===== config.mk =====
export PLATFORM = sky130hd
export DESIGN_NAME = sr_reg_bank
export DESIGN_NICKNAME = d
export VERILOG_FILES = /design/src/rtl/sr_reg_bank_pkg.sv /design/src/rtl/sr_reg_chan.sv /design/src/rtl/sr_reg_bank.sv
export SDC_FILE = /design/constraint.sdc
export NUM_CORES = 1
export LEC_CHECK = 0
export CAP_MARGIN = 0
export CELL_PAD_IN_SITES_DETAIL_PLACEMENT = 1
export CELL_PAD_IN_SITES_GLOBAL_PLACEMENT = 1
export CORE_ASPECT_RATIO = 1.1
export CORE_MARGIN = 5
export CORE_UTILIZATION = 31
export CTS_CLUSTER_SIZE = 12
export DETAILED_ROUTE_END_ITERATION = 10
export PLACE_DENSITY_LB_ADDON = 0.05
export SYNTH_ARGS = -nofsm -noshare
export SYNTH_HDL_FRONTEND = slang
export SYNTH_SLANG_ARGS = --single-unit

===== constraint.sdc =====
create_clock -name CLK -period 2.1 [get_ports CLK]
set_clock_uncertainty 0.1 [all_clocks]
set_input_delay 0.42 -clock CLK [delete_from_list [all_inputs] [get_ports CLK]]
set_output_delay 0.42 -clock CLK [all_outputs]
set_load 0.03 [all_outputs]

===== src/rtl/sr_reg_bank_pkg.sv =====
// sr_reg_bank_pkg
// Shared types and helpers for the set/reset register bank.
//   act_e     : per-channel action decoded each edge, highest priority first
//   cnt_width : recovery counter width, at least one bit
package sr_reg_bank_pkg;

    typedef enum logic [2:0] {
        ACT_SET,
        ACT_RST,
        ACT_LOAD,
        ACT_BLOCK,
        ACT_HOLD
    } act_e;

    function automatic int cnt_width(input int recov);
        int w;
        w = $clog2(recov + 1);
        return (w < 1) ? 1 : w;
    endfunction

endpackage


===== src/rtl/sr_reg_chan.sv =====
// sr_reg_chan
// One channel of the register bank: WIDTH storage bits, a recovery
// down-counter that blocks loads after set/reset release, and a sticky
// violation flag for loads attempted while busy.
// Ports:
//   clk_i       clock, rising edge
//   rst_i       synchronous active-high reset
//   d_i         load data
//   en_i        load enable
//   setb_i      synchronous set to SET_VAL, active-low (wins over rstb_i)
//   rstb_i      synchronous clear, active-low
//   viol_clr_i  clears viol_o unless a new violation happens on that edge
//   qn_o        stored value, inverted when OUT_INV=1
//   busy_o      set/reset active or recovery window running
//   viol_o      sticky flag, load attempted while busy
module sr_reg_chan
    import sr_reg_bank_pkg::*;
#(
    parameter int               WIDTH   = 8,
    parameter int               RECOV   = 2,
    parameter bit               OUT_INV = 1'b1,
    parameter logic [WIDTH-1:0] SET_VAL = '1
) (
    input  logic             clk_i,
    input  logic             rst_i,
    input  logic [WIDTH-1:0] d_i,
    input  logic             en_i,
    input  logic             setb_i,
    input  logic             rstb_i,
    input  logic             viol_clr_i,
    output logic [WIDTH-1:0] qn_o,
    output logic             busy_o,
    output logic             viol_o
);

    localparam int            CW         = cnt_width(RECOV);
    localparam logic [CW-1:0] CNT_RELOAD = CW'(RECOV);
    localparam logic [CW-1:0] CNT_ONE    = CW'(1);

    logic [WIDTH-1:0] q_q, q_d;
    logic [CW-1:0]    cnt_q, cnt_d;
    logic             viol_q, viol_d;
    logic             cnt_zero;
    act_e             act;

    assign cnt_zero = (cnt_q == '0);

    always_comb begin
        act = ACT_HOLD;
        if (!setb_i) begin
            act = ACT_SET;
        end else if (!rstb_i) begin
            act = ACT_RST;
        end else if (en_i && cnt_zero) begin
            act = ACT_LOAD;
        end else if (en_i) begin
            act = ACT_BLOCK;
        end
    end

    always_comb begin
        q_d    = q_q;
        cnt_d  = cnt_q;
        viol_d = viol_q;
        // A clear request loses to a violation on the same edge; ACT_BLOCK
        // overrides this below.
        if (viol_clr_i) begin
            viol_d = 1'b0;
        end
        case (act)
            ACT_SET: begin
                q_d   = SET_VAL;
                cnt_d = CNT_RELOAD;
            end
            ACT_RST: begin
                q_d   = '0;
                cnt_d = CNT_RELOAD;
            end
            ACT_LOAD: begin
                q_d = d_i;
            end
            ACT_BLOCK: begin
                viol_d = 1'b1;
                cnt_d  = cnt_q - CNT_ONE;
            end
            default: begin
                if (!cnt_zero) begin
                    cnt_d = cnt_q - CNT_ONE;
                end
            end
        endcase
    end

    always_ff @(posedge clk_i) begin
        if (rst_i) begin
            q_q    <= '0;
            cnt_q  <= '0;
            viol_q <= 1'b0;
        end else begin
            q_q    <= q_d;
            cnt_q  <= cnt_d;
            viol_q <= viol_d;
        end
    end

    // Busy includes the live set/reset inputs so a load on the same edge
    // is already reported as not accepted.
    assign busy_o = !cnt_zero || !setb_i || !rstb_i;
    assign viol_o = viol_q;

    generate
        if (OUT_INV) begin : g_inv
            assign qn_o = ~q_q;
        end else begin : g_true
            assign qn_o = q_q;
        end
    endgenerate

endmodule


===== src/rtl/sr_reg_bank.sv =====
// sr_reg_bank
// NCH independent set/reset register channels with load enable, recovery
// hold-off after set/reset release and sticky violation flags.
// Ports:
//   CLK       clock, rising edge
//   RST       synchronous active-high reset, overrides all inputs
//   D         load data, channel c at [c*WIDTH +: WIDTH]
//   EN        per-channel load enable
//   SETB      per-channel synchronous set, active-low
//   RSTB      per-channel synchronous clear, active-low
//   VIOL_CLR  per-channel clear of the sticky violation flag
//   QN        stored values, polarity per OUT_INV
//   BUSY      per-channel busy, loads not accepted
//   VIOL      per-channel sticky violation flag
module sr_reg_bank
    import sr_reg_bank_pkg::*;
#(
    parameter int               NCH     = 4,
    parameter int               WIDTH   = 8,
    parameter int               RECOV   = 2,
    parameter bit               OUT_INV = 1'b1,
    parameter logic [WIDTH-1:0] SET_VAL = '1
) (
    input  logic                 CLK,
    input  logic                 RST,
    input  logic [NCH*WIDTH-1:0] D,
    input  logic [NCH-1:0]       EN,
    input  logic [NCH-1:0]       SETB,
    input  logic [NCH-1:0]       RSTB,
    input  logic [NCH-1:0]       VIOL_CLR,
    output logic [NCH*WIDTH-1:0] QN,
    output logic [NCH-1:0]       BUSY,
    output logic [NCH-1:0]       VIOL
);

    generate
        for (genvar c = 0; c < NCH; c++) begin : g_chan
            sr_reg_chan #(
                .WIDTH   (WIDTH),
                .RECOV   (RECOV),
                .OUT_INV (OUT_INV),
                .SET_VAL (SET_VAL)
            ) u_chan (
                .clk_i      (CLK),
                .rst_i      (RST),
                .d_i        (D[c*WIDTH +: WIDTH]),
                .en_i       (EN[c]),
                .setb_i     (SETB[c]),
                .rstb_i     (RSTB[c]),
                .viol_clr_i (VIOL_CLR[c]),
                .qn_o       (QN[c*WIDTH +: WIDTH]),
                .busy_o     (BUSY[c]),
                .viol_o     (VIOL[c])
            );
        end
    endgenerate

endmodule


==> impl_results.md, run 1 <==
- CP bufs+invs: 2
- Cell family with most CP delay: buffers and inverters
- Unrepaired setup endpoints after global routing: no
- Core Region: between 6000 and 7000 um2
- CP peak stage delay: around 0.67 ns
- Chip Height: 93.7 um
- Max cap viols: 0
- Clock insertion delay at the later pin of the skew report: roughly 0.29 ns
- Boundary Pins: 90
- Antenna viol nets, final: 0
- Htree depth: 2
- Area delta synth->final: 49.4%
- Largest area contributor in the netlist: dfxtp_1
- Gate Count Post-Synth: around 250
- Worst path cell trace: inv_1 > clkdlybuf4s50_1
- CP Launch Type: flip-flop
- Dpl hpwl: 3930 um
- Layout cell share with drive strength beyond 1: 7.27%
- R2R setup slack: 0.62 ns
- Syn_nets: 303
- CTS Buf Count: 5
- FF-to-FF End: g_chan[1].u_chan.q_q[0]
- Initial antenna violation count: 0
- Row count: 30
- Post-CTS sizing: 0
- # DRC: 0
- Initial Util: 31.9%
- First-pass GRT wire length: 8670 um
- Crit path capture type: primary output
- Status: finished clean
- Min Hold Slack: around 0.37 ns
- Worst r2r src: g_chan[1].u_chan.cnt_q[0]
- Final min period: 1.85 ns
- Clk slew on worst S/H paths: 0.08 ns
- CTS Buffer Depth: 2
- Placer Congestion: 0.665
- Mapped Area: approximately 2000 um2
- CP Class: flip-flop to primary output
- Power Dens Cells: 659 nW/um2
- Hold buffers post-CTS: 0
- Max stage delay cell, worst path: clkdlybuf4s50_1
- VDD IR max: 0.265 mV
- First-pass iteration count of the detailed router: 3
- Critical path arrival: 1.33 ns
- Largest net degree at the start of global routing: 24
- Tightest Pin Transition: roughly 0.44 ns
- Drt total wl: roughly 5200 um
- Seq/Total Area, Yosys: 44.6%
- Highest Clock Rate: 539 MHz
- Die X-Extent: 86.1 um
- Static leakage: 1.16 nW
- Area contributors post-synth: dfxtp_1, nand2_1, a31oi_1
- Max-slew violation count: 0
- Final hold vios: 0
- FF-to-FF path depth: 5
- Port bufs: 89
- Flops & latches, synth: 44
- Worst Path Required: roughly 1.6 ns
- Vias per cell: 4.60
- Setup-failing EPs final: 0
- DIE AREA: a little over 8000 um2
- CTS Sinks: 44
- Ys flop type: dfxtp_1
- Global-route usage over all layers: 13.4%
- DR vias: 1884
- Hold path startpoint: g_chan[0].u_chan.viol_o
- Routed wire length per instance: 12.8 um
- Share of the synthesized area in the top cell type: 44.6%
- CTS tree: yes
- Post-synth ARST share: 0%
- Setup_tns: 0 ns
- Post-CTS setup buffers: 0
- Final Net Count: 383
- Cell with the most instances after synthesis: nand2_1
- Drt first-iter violations: 19
- Antenna Cells: 0
- Worst hold path type: flip-flop to flip-flop
- Fin crit share: around nine tenths
- Final core utilization: a little under half
- Yosys Warn Count: 0
- Worst rel slew slack: 70.6%
- Commonest cells in the synthesized netlist: nand2_1, dfxtp_1, inv_1
- Post-synth EDFFs: 0
- Number of global-route vias before repair: 1884
- Root buf cell: clkbuf_8
- Unique masters post-synth: 18
- GRT Residual Overflow: 0
- Worst hold endpoint: g_chan[0].u_chan.viol_o
- WHS Path Cells: 2
- Syn Area/Cell: 7.92 um2
- Max Fanout on Critical Path: 2
layout by cell type (no fill, tap or decap):
master and instances:
clkdlybuf4s50_1 84, clkbuf_1 2, a31oi_1 36, buf_12 1
dfxtp_1 44, a21boi_2 4, nor3_1 4, mux2_2 4
xor2_1 4, and3_1 4, buf_4 8, clkbuf_8 6
nand4b_1 4, nand2b_1 4, a21oi_1 4, nand3_1 4
inv_1 40, nand2_1 68, ha_1 4, buf_2 1
per-stage QoR:
step,instances,setup slack [ns],area (um2),power (mW)
after detailed placement,402,0.249,2860,1.42
final,410,0.245,2950,1.94
after CTS,410,0.221,2950,1.98
after floorplan,249,0.645,1970,1.19
after global routing,410,0.159,2950,2.05
after global placement,402,0.255,2860,1.42
cell families (layout without fill, tap and decap cells):
family | count (synthesis) | count (layout) | synth area share, %
multiplexers | 4 | 4 | 2.28
AO/OA/AOI/OAI | 44 | 44 | 14.7
AND/OR/NAND/NOR | 88 | 88 | 19.3
XOR/XNOR | 4 | 4 | 1.78
buffers and inverters | 61 | 142 | 14.8
adder cells (fa/ha/maj) | 4 | 4 | 2.54
flip-flops | 44 | 44 | 44.6
routing by layer:
layer	wire (um)	share of wire (%)	global-route usage, %	vias up
li1	-	-	-	957
met1	2240	43	15.7	874
met2	2590	49	22.9	47
met3	339	6.5	4.04	6
met4	73	1.4	4.75	0
met5	0	0	0	-
cell type report:
type / instances / area (um2)
clock buffers: 8 / 90.1
fillers: 759 / 3250
inverters: 40 / 150
multi-input cells: 144 / 801
flip-flops and latches: 44 / 881
well taps: 80 / 100
repair buffers: 94 / 926
flip-flops by register name (all words and copies together) (netlist names):
register	flops
g_chan.u_chan.q_q	32
g_chan.u_chan.cnt_q	8
g_chan.u_chan.viol_o	4
how the worst max path moves through the flow:
stage / startpoint / to / slack, ns / cells past startpoint
5_1_grt: g_chan[3].u_chan.q_q[1] / QN[25] / 0.16 / 2
3_5_place_dp: RSTB[2] / g_chan[2].u_chan.q_q[2] / 0.25 / 4
4_1_cts: g_chan[0].u_chan.q_q[7] / QN[7] / 0.22 / 2
2_1_floorplan: SETB[0] / BUSY[0] / 0.64 / 3
6_report: g_chan[0].u_chan.q_q[7] / QN[7] / 0.25 / 2
3_3_place_gp: RSTB[1] / g_chan[1].u_chan.q_q[7] / 0.26 / 4
report_power, final:
group / leakage (nW) / total (mW) / internal (mW) / switching [mW]
clock network: 0.0455 / 0.548 / 0.269 / 0.280
logic: 0.748 / 0.479 / 0.233 / 0.246
registers: 0.366 / 0.914 / 0.889 / 0.0254
worst min-delay path: cells and delay by family (launching register included):
family | cells | cell delay, ns
compound gates | 1 | 0.05
flops | 1 | 0.32
simple gates | 1 | 0.06
Note: power is estimated with default switching activity, not from simulation.
==> run 2: changes to the inputs <==
- CORE_UTILIZATION: 31 -> 32
- SYNTH_HIERARCHICAL: not set -> 1
==> run 2 against run 1 <==
  * Setup slack better by 0.0033 ns
  * Cell count up 0.98%
  * Area after synthesis grew 5.0%
  * Critical path type unchanged
  * Largest power group unchanged
==> impl_results.md, run 2 <==
- Status: finished clean (unchanged)
- First-pass GRT wire length: 9630 um (was 8670 um)
- CP Launch Type: flip-flop (unchanged)
- Mapped Area: 2070 um2 (was 1970 um2)
- CTS Sinks: 44 (unchanged)
- Setup_tns: 0 ns (unchanged)
- Highest Clock Rate: 540 MHz (was 539 MHz)
- Yosys Warn Count: 6 (was 0)
- Largest Register: g_chan.u_chan/q_q (was g_chan.u_chan.q_q)
- Post-synth ARST share: 0% (unchanged)
- Drt total wl: 5740 um (was 5230 um)
- Dpl hpwl: 4170 um (was 3930 um)
- Commonest cells in the synthesized netlist: nand3_1, dfxtp_1, inv_1 (was nand2_1, dfxtp_1, inv_1)
- CP Class: flip-flop to primary output (unchanged)
- Post-synth EDFFs: 0 (unchanged)
- Port bufs: 89 (unchanged)
- Vias per cell: 4.90 (was 4.60)
- GRT Residual Overflow: 0 (unchanged)
- Crit path capture type: primary output (unchanged)
- Post-CTS sizing: 0 (unchanged)
- CTS Buffer Depth: 2 (unchanged)
- Final Net Count: 388 (was 383)
- Area contributors post-synth: dfxtp_1, nand3_1, a31oi_1 (was dfxtp_1, nand2_1, a31oi_1)
- Ys flop type: dfxtp_1 (unchanged)
- Antenna Cells: 0 (unchanged)
- Syn_nets: 302 (was 303)
- Unrepaired setup endpoints after global routing: no (unchanged)
- Number of global-route vias before repair: 2049 (was 1884)
- CTS Buf Count: 5 (unchanged)
- DIE AREA: 8190 um2 (was 8060 um2)
- Cell with the most instances after synthesis: nand3_1 (was nand2_1)
- Most frequent cells in the layout: clkdlybuf4s50_1, nand3_1, dfxtp_1 (was clkdlybuf4s50_1, nand2_1, dfxtp_1)
- Boundary Pins: 90 (unchanged)
- Static leakage: 1.17 nW (was 1.16 nW)
- Chip Height: 94.4 um (was 93.7 um)
- Largest area contributor in the netlist: dfxtp_1 (unchanged)
- Most common cell after layout, fill and taps aside: clkdlybuf4s50_1 (unchanged)
- Row count: 30 (unchanged)
- Post-CTS setup buffers: 0 (unchanged)
- Core Region: 6230 um2 (was 6190 um2)
- Initial antenna violation count: 0 (unchanged)
- Non-filler instance count after layout: 414 (was 410)
- Max reg flops: 32 (unchanged)
- Setup-failing EPs final: 0 (unchanged)
- Largest net degree at the start of global routing: 24 (unchanged)
- Area delta synth->final: 46.4% (was 49.4%)
- DR vias: 2028 (was 1884)
- Critical path arrival: 1.33 ns (about the same)
- Share of the synthesized area in the top cell type: 42.5% (was 44.6%)
- Antenna viol nets, final: 0 (unchanged)
- Final min period: 1.85 ns (about the same)
- Routed wire length per instance: 13.9 um (was 12.8 um)
- Fin crit share: 88.2% (was 88.3%)
- CTS tree: yes (unchanged)
- Global-route usage over all layers: 14.7% (was 13.4%)
- Cells after DPL: 407 (was 402)
- Seq/Total Area, Yosys: 42.5% (was 44.6%)
- Flops & latches, synth: 44 (unchanged)
- Worst rel slew slack: 70.1% (was 70.6%)
- VDD IR max: 0.318 mV (was 0.265 mV)
- Worst Path Required: 1.58 ns (about the same)
- Power Dens Cells: 657 nW/um2 (was 659 nW/um2)
- Max-slew violation count: 0 (unchanged)
- Syn Area/Cell: 8.35 um2 (was 7.92 um2)
- Max Fanout on Critical Path: 2 (unchanged)
- Final hold vios: 0 (unchanged)
- Layout cell share with drive strength beyond 1: 8.98% (was 7.27%)
- Max cap viols: 0 (unchanged)
- Worst hold path type: flip-flop to flip-flop (unchanged)
- Drt first-iter violations: 28 (was 19)
- Unique masters post-synth: 16 (was 18)
- Tightest Pin Transition: 0.449 ns (was 0.441 ns)
- First-pass iteration count of the detailed router: 4 (was 3)
- Root buf cell: clkbuf_8 (unchanged)
- Die X-Extent: 86.7 um (was 86.1 um)
- Initial Util: 33.3% (was 31.9%)
- Placer Congestion: 0.677 (was 0.665)
- Htree depth: 2 (unchanged)
- Clk slew on worst S/H paths: 0.08 ns (about the same)
- Gate Count Post-Synth: 248 (was 249)
- Hold buffers post-CTS: 0 (unchanged)
- Clock insertion delay at the later pin of the skew report: 0.29 ns (about the same)
- # DRC: 0 (unchanged)
## run 2: area by class of cell
class | instances | area [um2]
clock buffers | 7 | 96.3
fillers | 773 | 3200
inverters | 40 | 150
multi-input cells | 144 | 856
flip-flops and latches | 44 | 881
well taps | 80 | 100
repair buffers | 99 | 951
## run 2: logic make-up after synthesis
group,synth area share [%]
fa+ha+maj,2.42
xor+xnor,1.69
buf+inv,16.2
flops,42.5
compound gates,11.8
simple gates,23.2
mux,2.17
## run 2: metrics by stage
stage               total power, mW  utilization, %  hold WS (ns)  area [um2]  worst slack, ns
finish                         1.99            48.7         0.374        3030            0.249
global route                   2.11            48.7         0.398        3030            0.183
CTS                            2.02            48.7         0.378        3030            0.225
detailed placement             1.45            47.1         0.362        2940            0.365
global placement               1.44            47.1         0.360        2940            0.380
floorplan                      1.22               -         0.367        2070            0.603
## run 2: worst max-delay path, cell delays in order, from the launching register on
cell and delay, ns:
dfxtp_1 0.32, inv_1 0.06, clkdlybuf4s50_1 0.66
## run 2: where the power goes
part | internal (mW) | switching (mW)
combinational | 0.240 | 0.267
clock | 0.293 | 0.278
sequential | 0.889 | 0.0256
## run 2: routing by layer
metal,part of all wire [%],global-route usage [%]
met1,43,18.3
met2,49,24.5
met3,6.8,3.66
met4,1.2,5.19
met5,0,0
## run 2: path summary, 6_finish.rpt
check / from / end / slack [ns] / cells past startpoint
worst min register to register: g_chan[0].u_chan/viol_o / g_chan[0].u_chan/viol_o / 0.37 / 2
worst max register to register: g_chan[1].u_chan/cnt_q[0] / g_chan[1].u_chan/q_q[1] / 0.64 / 5
worst min-delay path: g_chan[0].u_chan/viol_o / g_chan[0].u_chan/viol_o / 0.37 / 2
worst max-delay path: g_chan[1].u_chan/q_q[1] / QN[9] / 0.25 / 2
==> run 3: changes to the inputs <==
- GPL_TIMING_DRIVEN: not set -> 0
==> run 3 against run 2 <==
  * Hold slack lost 0.076 ns
  * Sequential share of layout area shrank 0.52 points
  * Critical path depth grew 2
  * Clock-buffer cell count grew 1
  * Largest cell class unchanged
==> impl_results.md, run 3 (synthesis gave the netlist of run 2 again) <==
- Critical path arrival: 1.48 ns (was 1.33 ns)
- Worst rel slew slack: 68.7% (was 70.1%)
- Vias per cell: 4.93 (was 4.90)
- DR vias: 2057 (was 2028)
- Worst Path Required: 1.58 ns (about the same)
- Highest Clock Rate: 499 MHz (was 540 MHz)
- Root buf cell: clkbuf_8 (unchanged)
- Area delta synth->final: 49.1% (was 46.4%)
- Antenna Cells: 0 (unchanged)
- Setup-failing EPs final: 0 (unchanged)
- Global-route usage over all layers: 14.3% (was 14.7%)
- Place WS: -0.502 ns (was 0.365 ns)
- Max reg flops: 32 (unchanged)
- Unrepaired setup endpoints after global routing: no (unchanged)
- First-pass GRT wire length: 9420 um (was 9630 um)
- CP Launch Type: flip-flop (unchanged)
- Placer Congestion: 0.690 (was 0.677)
- Min Hold Slack: 0.297 ns (was 0.374 ns)
- Max cap viols: 0 (unchanged)
- Max stage delay cell, worst path: dlygate4sd2_1 (was clkdlybuf4s50_1)
- Final design area excluding fillers: 3090 um2 (was 3030 um2)
- Drt first-iter violations: 29 (was 28)
- DIE AREA: 8190 um2 (unchanged)
- Antenna viol nets, final: 0 (unchanged)
- Fin crit share: 95.3% (was 88.2%)
- CP Class: flip-flop to primary output (unchanged)
- Most common cell after layout, fill and taps aside: clkdlybuf4s50_1 (unchanged)
- Row count: 30 (unchanged)
- VDD IR max: 0.244 mV (was 0.318 mV)
- Port bufs: 85 (was 89)
- Htree depth: 2 (unchanged)
- Most frequent cells in the layout: clkdlybuf4s50_1, nand3_1, dfxtp_1 (unchanged)
- Tightest Pin Transition: 0.469 ns (was 0.449 ns)
- Boundary Pins: 90 (unchanged)
- Final Net Count: 390 (was 388)
- # DRC: 0 (unchanged)
- Core Region: 6230 um2 (unchanged)
- Drt total wl: 5780 um (was 5740 um)
- Worst hold path type: input pin to flip-flop (was flip-flop to flip-flop)
- Max Fanout on Critical Path: 6 (was 2)
- Worst path cell trace: inv_1 > ha_1 > nand3_1 > dlygate4sd2_1 (was inv_1 > clkdlybuf4s50_1)
- Die X-Extent: 86.7 um (unchanged)
- Initial antenna violation count: 0 (unchanged)
- Max-slew violation count: 0 (unchanged)
- Clk slew on worst S/H paths: 0.08 ns (about the same)
- Initial Util: 33.3% (unchanged)
- CP peak stage delay: 0.41 ns (was 0.66 ns)
- Final hold vios: 0 (unchanged)
- Hold buffers post-CTS: 0 (unchanged)
- GRT Residual Overflow: 0 (unchanged)
- Layout cell share with drive strength beyond 1: 7.72% (was 8.98%)
- Final min period: 2.00 ns (was 1.85 ns)
- Largest Register: g_chan.u_chan/q_q (unchanged)
- Number of global-route vias before repair: 2119 (was 2049)
- Static leakage: 1.19 nW (was 1.17 nW)
- CTS tree: yes (unchanged)
- Post-CTS setup buffers: 0 (unchanged)
- Status: finished clean (unchanged)
- Routed wire length per instance: 13.9 um (about the same)
- Largest net degree at the start of global routing: 13 (was 24)
- Final core utilization: 49.6% (was 48.7%)
- Power Dens Cells: 639 nW/um2 (was 657 nW/um2)
- Final worst setup slack: 0.0978 ns (was 0.249 ns)
- First-pass iteration count of the detailed router: 4 (unchanged)
- CTS Buffer Depth: 2 (unchanged)
- Clock insertion delay at the later pin of the skew report: 0.29 ns (about the same)
- DP Area: 3020 um2 (was 2940 um2)
- CTS Sinks: 44 (unchanged)
- Chip Height: 94.4 um (unchanged)
- CTS Buf Count: 5 (unchanged)
- Crit path capture type: primary output (unchanged)
- Dpl hpwl: 4410 um (was 4170 um)
## run 3: changes by cell type in the layout (fill, tap and decap cells not counted)
cell	previous run	this run
buf_2	1	0
buf_4	14	0
buf_6	0	4
clkbuf_1	0	6
clkbuf_8	7	14
clkdlybuf4s15_1	0	1
clkdlybuf4s50_1	84	77
dlygate4sd2_1	0	7
## run 3: routing by layer
layer | wire [um] | up-vias | global-route usage, %
met3 | 341 | 5 | 3.58
li1 | - | 1027 | -
met4 | 74 | 0 | 4.68
met2 | 2980 | 50 | 26.1
met1 | 2390 | 975 | 16.2
met5 | 0 | - | 0
## run 3: timing repair
item	in CTS	in global routing
resized for setup	8	1
setup endpoints to repair	4	1
cloned	0	0
## run 3: critical path: cells and delay by family (launching register included)
| kind | cells | cell delay, ns |
|---|---|---|
| flops | 1 | 0.35 |
| fa+ha+maj | 1 | 0.27 |
| buf+inv | 2 | 0.46 |
| simple gates | 1 | 0.13 |
## run 3: worst paths after layout
check                                                from                        end  slack, ns  depth (start not counted)
worst min-delay path                              RSTB[3]  g_chan[3].u_chan/cnt_q[1]       0.30                          2
worst max register to register  g_chan[0].u_chan/cnt_q[0]    g_chan[0].u_chan/q_q[6]       0.68                          6
worst min register to register    g_chan[0].u_chan/viol_o    g_chan[0].u_chan/viol_o       0.37                          2
worst max-delay path            g_chan[3].u_chan/cnt_q[0]                    BUSY[3]        0.1                          4
## run 3: area by class of cell
type	count	area, um2
Tap cell	80	100
Multi-Input combinational cell	144	856
Fill cell	767	3140
Clock buffer	8	90.1
Timing Repair Buffer	85	842
Inverter	40	150
Sequential cell	44	881
Buffer	16	170
## run 3: stage by stage
step                power, mW  setup TNS (ns)  std cells
finish                   1.97               0        417
global route             2.08               0        417
CTS                      2.01               0        417
detailed placement       1.47           -1.92        413
global placement         1.46           -2.00        413
floorplan                1.22               0        248
## run 3: power by group
part	leakage, nW	total (mW)	internal [mW]	switching, mW
combinational	0.774	0.516	0.248	0.269
sequential	0.366	0.914	0.889	0.0253
clock	0.0455	0.545	0.269	0.276
